<file path="config.mk">
export PLATFORM = sky130hd
export DESIGN_NAME = multicycle_control
export DESIGN_NICKNAME = d
export VERILOG_FILES = /design/src/rtl/multicycle_control.sv
export SDC_FILE = /design/constraint.sdc
export NUM_CORES = 1
export LEC_CHECK = 0
export BUFFER_PORTS_ARGS = -buffer_cell sky130_fd_sc_hd__buf_2
export CAP_MARGIN = 10
export CORE_AREA = 2 2 70 72
export DETAILED_ROUTE_END_ITERATION = 10
export DIE_AREA = 0 0 72 74
export GPL_TIMING_DRIVEN = 1
export PLACE_DENSITY = 0.72
export SETUP_SLACK_MARGIN = 0.02
export SLEW_MARGIN = 40
export SYNTH_ARGS = -nofsm -noshare
export SYNTH_HDL_FRONTEND = slang
export SYNTH_SLANG_ARGS = --single-unit
</file>
<file path="constraint.sdc">
create_clock -name clk -period 1.85 [get_ports clk]
set_clock_uncertainty 0.1 [all_clocks]
set_input_delay 0.37 -clock clk [delete_from_list [all_inputs] [get_ports clk]]
set_output_delay 0.37 -clock clk [all_outputs]
set_load 0.005 [all_outputs]
</file>
<file path="src/rtl/multicycle_control.sv">
// Multi-cycle sequencer for the shared-ALU / unified-memory RISC-V datapath.
// The state is registered; every datapath control is decoded from state plus mem_ready, zero and opcode.
module multicycle_control #(
    parameter int CNT_W = 32
) (
    input  logic             clk,
    input  logic             arst,
    input  logic [6:0]       opcode,
    input  logic             zero,
    input  logic             mem_ready,
    output logic             pc_write,
    output logic             ir_write,
    output logic             iord,
    output logic             mem_read,
    output logic             mem_write,
    output logic             reg_write,
    output logic             mem_2_reg,
    output logic             alu_src_a,
    output logic [1:0]       alu_src_b,
    output logic [1:0]       alu_op,
    output logic [1:0]       pc_source,
    output logic [3:0]       state,
    output logic             instr_done,
    output logic             illegal,
    output logic [CNT_W-1:0] retired
);

    typedef enum logic [3:0] {
        S_FETCH  = 4'd0,
        S_DECODE = 4'd1,
        S_EXEC_R = 4'd2,
        S_EXEC_I = 4'd3,
        S_ADDR   = 4'd4,
        S_MEM_RD = 4'd5,
        S_MEM_WR = 4'd6,
        S_WB_ALU = 4'd7,
        S_WB_MEM = 4'd8,
        S_BRANCH = 4'd9,
        S_JUMP   = 4'd10
    } state_t;

    localparam logic [6:0] OP_R_TYPE = 7'b0110011;
    localparam logic [6:0] OP_I_TYPE = 7'b0010011;
    localparam logic [6:0] OP_LOAD   = 7'b0000011;
    localparam logic [6:0] OP_STORE  = 7'b0100011;
    localparam logic [6:0] OP_BRANCH = 7'b1100011;
    localparam logic [6:0] OP_JAL    = 7'b1101111;

    localparam logic [1:0] SRC_B_REG  = 2'b00;
    localparam logic [1:0] SRC_B_FOUR = 2'b01;
    localparam logic [1:0] SRC_B_IMM  = 2'b10;

    localparam logic [1:0] ALU_ADD   = 2'b00;
    localparam logic [1:0] ALU_SUB   = 2'b01;
    localparam logic [1:0] ALU_FUNCT = 2'b10;

    localparam logic [1:0] PC_ALU    = 2'b00;
    localparam logic [1:0] PC_ALUOUT = 2'b01;
    localparam logic [1:0] PC_JUMP   = 2'b10;

    typedef struct packed {
        logic       pc_write;
        logic       ir_write;
        logic       iord;
        logic       mem_read;
        logic       mem_write;
        logic       reg_write;
        logic       mem_2_reg;
        logic       alu_src_a;
        logic [1:0] alu_src_b;
        logic [1:0] alu_op;
        logic [1:0] pc_source;
        logic       instr_done;
        logic       illegal;
    } ctrl_t;

    state_t cur_state;
    state_t next_state;
    ctrl_t  ctrl;
    logic   opcode_legal;

    assign opcode_legal = (opcode == OP_R_TYPE) || (opcode == OP_I_TYPE) ||
                          (opcode == OP_LOAD)   || (opcode == OP_STORE)  ||
                          (opcode == OP_BRANCH) || (opcode == OP_JAL);

    always_comb begin
        // NOTE: default first so every path assigns next_state and no latch is inferred.
        next_state = cur_state;
        case (cur_state)
            S_FETCH: begin
                if (mem_ready) next_state = S_DECODE;
            end
            S_DECODE: begin
                case (opcode)
                    OP_R_TYPE: next_state = S_EXEC_R;
                    OP_I_TYPE: next_state = S_EXEC_I;
                    OP_LOAD,
                    OP_STORE:  next_state = S_ADDR;
                    OP_BRANCH: next_state = S_BRANCH;
                    OP_JAL:    next_state = S_JUMP;
                    default:   next_state = S_FETCH;
                endcase
            end
            S_EXEC_R, S_EXEC_I: next_state = S_WB_ALU;
            S_ADDR: begin
                next_state = (opcode == OP_STORE) ? S_MEM_WR : S_MEM_RD;
            end
            S_MEM_RD: begin
                if (mem_ready) next_state = S_WB_MEM;
            end
            S_MEM_WR: begin
                if (mem_ready) next_state = S_FETCH;
            end
            S_WB_ALU, S_WB_MEM, S_BRANCH, S_JUMP: next_state = S_FETCH;
            default: next_state = S_FETCH;
        endcase
    end

    always_comb begin
        ctrl = '0;
        case (cur_state)
            S_FETCH: begin
                ctrl.mem_read  = 1'b1;
                ctrl.alu_src_b = SRC_B_FOUR;
                ctrl.alu_op    = ALU_ADD;
                ctrl.pc_source = PC_ALU;
                ctrl.ir_write  = mem_ready;
                ctrl.pc_write  = mem_ready;
            end
            S_DECODE: begin
                // Branch target is precomputed into ALUOut while the opcode is decoded.
                ctrl.alu_src_b = SRC_B_IMM;
                ctrl.alu_op    = ALU_ADD;
                ctrl.illegal   = ~opcode_legal;
            end
            S_EXEC_R: begin
                ctrl.alu_src_a = 1'b1;
                ctrl.alu_src_b = SRC_B_REG;
                ctrl.alu_op    = ALU_FUNCT;
            end
            S_EXEC_I: begin
                ctrl.alu_src_a = 1'b1;
                ctrl.alu_src_b = SRC_B_IMM;
                ctrl.alu_op    = ALU_FUNCT;
            end
            S_ADDR: begin
                ctrl.alu_src_a = 1'b1;
                ctrl.alu_src_b = SRC_B_IMM;
                ctrl.alu_op    = ALU_ADD;
            end
            S_MEM_RD: begin
                ctrl.mem_read = 1'b1;
                ctrl.iord     = 1'b1;
            end
            S_MEM_WR: begin
                ctrl.mem_write  = 1'b1;
                ctrl.iord       = 1'b1;
                ctrl.instr_done = mem_ready;
            end
            S_WB_ALU: begin
                ctrl.reg_write  = 1'b1;
                ctrl.instr_done = 1'b1;
            end
            S_WB_MEM: begin
                ctrl.reg_write  = 1'b1;
                ctrl.mem_2_reg  = 1'b1;
                ctrl.instr_done = 1'b1;
            end
            S_BRANCH: begin
                ctrl.alu_src_a  = 1'b1;
                ctrl.alu_src_b  = SRC_B_REG;
                ctrl.alu_op     = ALU_SUB;
                ctrl.pc_source  = PC_ALUOUT;
                ctrl.pc_write   = zero;
                ctrl.instr_done = 1'b1;
            end
            S_JUMP: begin
                ctrl.pc_source  = PC_JUMP;
                ctrl.pc_write   = 1'b1;
                ctrl.instr_done = 1'b1;
            end
            default: ctrl = '0;
        endcase
    end

    always_ff @(posedge clk or posedge arst) begin
        // NOTE: non-blocking assignments so every register samples pre-edge values.
        if (arst) begin
            cur_state <= S_FETCH;
            retired   <= '0;
        end else begin
            cur_state <= next_state;
            if (instr_done) retired <= retired + CNT_W'(1);
        end
    end

    // Architectural side effects are blocked for as long as reset is held.
    assign pc_write   = ctrl.pc_write  & ~arst;
    assign ir_write   = ctrl.ir_write  & ~arst;
    assign reg_write  = ctrl.reg_write & ~arst;
    assign mem_write  = ctrl.mem_write & ~arst;
    assign instr_done = ctrl.instr_done & ~arst;
    assign illegal    = ctrl.illegal & ~arst;

    assign iord       = ctrl.iord;
    assign mem_read   = ctrl.mem_read;
    assign mem_2_reg  = ctrl.mem_2_reg;
    assign alu_src_a  = ctrl.alu_src_a;
    assign alu_src_b  = ctrl.alu_src_b;
    assign alu_op     = ctrl.alu_op;
    assign pc_source  = ctrl.pc_source;
    assign state      = cur_state;

endmodule

</file>
==> metrics.md <==
| Metric | Value |
|---|---|
| Status | complete, but fails checks |
| Failing checks | setup timing |
| Top-area cell type share of the netlist area | 44.6% |
| Placer Congestion | 0.862 |
| Crit-path max FO | 4 |
| Layout cells sized above 1 | 50.9% |
| Global-route wire length before repair | 8.76 mm |
| Post-route cell area | 0.00312 mm^2 |
| Wirelength, routed | 5.77 mm |
| Number of cell rows | 25 |
| Via Count | 2045 |
| Max-cap violations | 0 |
| DRC viols | 0 |
| Min Tclk post-route | 1.99 ns |
| Static Leakage | 1.62 nW |
| DR top layer | met4 |
| Routed Antenna Nets | 0 |
| Layout area overhead | 54.1% |
| Die height | 74 um |
| Util after Layout | 67.8% |
| Ant. Diodes | 0 |
| Hold WC Path Type | primary input to asynchronous set/reset pin |
| Avg WL per Cell | 14.9 um |
| Max Transition Viols Final | 0 |
| Worst vdd rail ir drop | 0.000685 V |
| Final worst setup slack | -0.142 ns |
| Gr ovfl total | 0 |
| IO buf count | 62 |
| Post-synthesis sequential area ratio | 44.6% |
| Clock Path Buffers | 2 |
| P per Cell Area | 992 mW/mm^2 |
| GRT Overall Usage | 21.1% |
| Clk slew on worst S/H paths | 0.07 ns |
| CP arrival | 1.52 ns |
| Syn_nets | 226 |
| Synth unique cells | 39 |
| Final number of setup-violating endpoints | 11 |
| Die area | 0.00533 mm^2 |
| Critical path cell sequence | buf_6, nand2b_4, mux2_4, o22ai_2, buf_2 |
| Worst slew margin | 73.3% |
| Number of global-route vias before repair | 1918 |
| Worst Max-Slew Pin Slew | 0.396 ns |
| M1 wire length | 2.41 mm |
| H-tree depth | 2 |
| FMAX | 0.502 GHz |
| Drt first pass iters | 4 |
| FF+latch count, synth | 36 |
| Synth area leader | dfrtp_1 |
| CP Launch Type | flop |
| EDFF count, synth | 0 |
| Most common cell after layout, fill and taps aside | buf_2 |
| Gate Count Post-Synth | 214 |
| Critical Path End Type | output pin |
| Initial Util | 44.0% |
| Mapped Area | 0.00202 mm^2 |
| Initial antenna violation count | 0 |
| Leading post-synthesis cells by cell area | dfrtp_1 45%, xor2_1 7.4%, xnor2_1 6.5% |
| Main synth FF type | dfrtp_1 |
| Crit-path max cell delay | 0.46 ns |
| Number of buffers created by CTS | 5 |
| Post-route clock period utilization | 108% |
| Initial DRC count | 82 |
| Core area | 0.00460 mm^2 |
| Met3 wire length | 254 um |
| Yosys warning count | 0 |
| Final HPWL DP | 3.94 mm |
| CTS tree | done |
| Ys async rst share | 100% |
| Crit Path Class | flop to output pin |
| Fin. Hold Viols | 0 |
| Largest net degree at the start of global routing | 26 |
| WL met2 | 2.97 mm |
| Fin Setup TNS | -0.999 ns |
| Fillers | 365 |
| Sink Count | 36 |
| Root buffer cell | clkbuf_8 |
| Vias/cell | 5.27 |
| CP max-delay cell | dfrtp_2 |
| Die Wd | 72 um |
| Syn avg cell area | 9.45 um^2 |
| Final net count | 345 |
| Commonest cells after routing, fill and taps aside | 62 x buf_2, 45 x buf_4, 32 x dfrtp_1 |
| Multi-input gate area | 0.00122 mm^2 |
| RSZ-0062 raised after global routing | true |
| FF/Latch Area | 906 um^2 |
| Clk_lat worst skew | 0.30 ns |
| Critical Path RT | 1.38 ns |
| Cell Area, Placed | 0.00267 mm^2 |
| IO Count | 63 |
## flip-flops by register name, summed over array words and instances (netlist names)
signal / cells
state: 4
retired: 32
## what timing repair did
item / in CTS / in global routing
setup endpoints to repair: 15 / 24
hold buffers: 0 / 0
pin swaps: 9 / 8
gates resized for setup: 26 / 19
buffers inserted: 9 / 10
cloned: 1 / 1
## critical path: cells and delay by family (launching register included)
kind                   cells  cell delay, ns
DFF                        1            0.46
muxes                      1            0.28
buffers and inverters      2            0.26
and+or+nand+nor            1            0.13
AOI/OAI and AO/OA          1            0.10
## layer usage
metal | up-vias | GRT usage (%)
met1 | 976 | 25.4
met3 | 14 | 3.66
met4 | 0 | 9.22
li1 | 987 | -
met5 | - | 0
met2 | 68 | 37.3
## area by class of cell
cell class	count	area share [%]
clock buffer	5	2.21
timing repair buffer	118	25.3
sequential	36	29.1
tap	54	2.17
multi-input combinational	166	39.0
clock inverter	3	1.36
inverter	6	0.843
## cell families (layout without fill, tap and decap cells)
logic type               Yosys count  after routing  share of synthesized area [%]
AND/OR/NAND/NOR                  106            106                           28.3
flip-flops                        36             36                           44.6
XOR/XNOR                          33             33                           14.7
AO/OA/AOI/OAI                     23             23                           7.74
buffers and inverters             12            132                           2.41
multiplexers                       3              3                           1.67
adder cells (fa/ha/maj)            1              1                          0.619
## through the flow
stage	hold slack, ns	instances	setup slack, ns	power [mW]
floorplan	0.229	214	-0.0320	1.48
global placement	0.350	360	0.0642	1.92
detailed placement	0.357	360	0.0146	1.94
CTS	0.200	378	-0.133	2.88
global route	0.236	388	-0.175	3.23
finish	0.218	388	-0.142	3.09
## worst paths after layout
check | start | to | slack [ns] | cells past startpoint
worst max register to register | state[0] | retired[18] | -0.11 | 8
worst min register to register | retired[31] | retired[31] | 0.36 | 1
max in group asynchronous | arst | retired[11] | 1.12 | 4
worst min-delay path | arst | state[0] | 0.22 | 4
min in group clk | opcode[4] | state[2] | 0.25 | 2
worst max-delay path | state[3] | alu_src_a | -0.14 | 5
## where the power goes
group	switching, mW	leakage [nW]	internal, mW	total (mW)
clock	0.300	0.0541	0.399	0.698
combinational	0.691	1.08	0.769	1.46
sequential	0.0787	0.484	0.855	0.934
total	1.07	1.62	2.02	3.09
## Yosys cell counts (2+ instances only)
library cell and number:
dfrtp_1 36, nand4_1 10, o21ai_0 7, nand2b_1 8
a21oi_1 5, mux2_2 3, o311ai_0 2, nor3_1 10
a32oi_1 2, nor4_1 3, nor2b_1 5, nor2_1 22
clkbuf_1 5, and4_1 2, and3_1 4, nand3_1 6
a31oi_1 2, xnor2_1 15, nor3_2 2, inv_1 6
xor2_1 17, nand2_1 25
(Power assumes the default switching activity.)
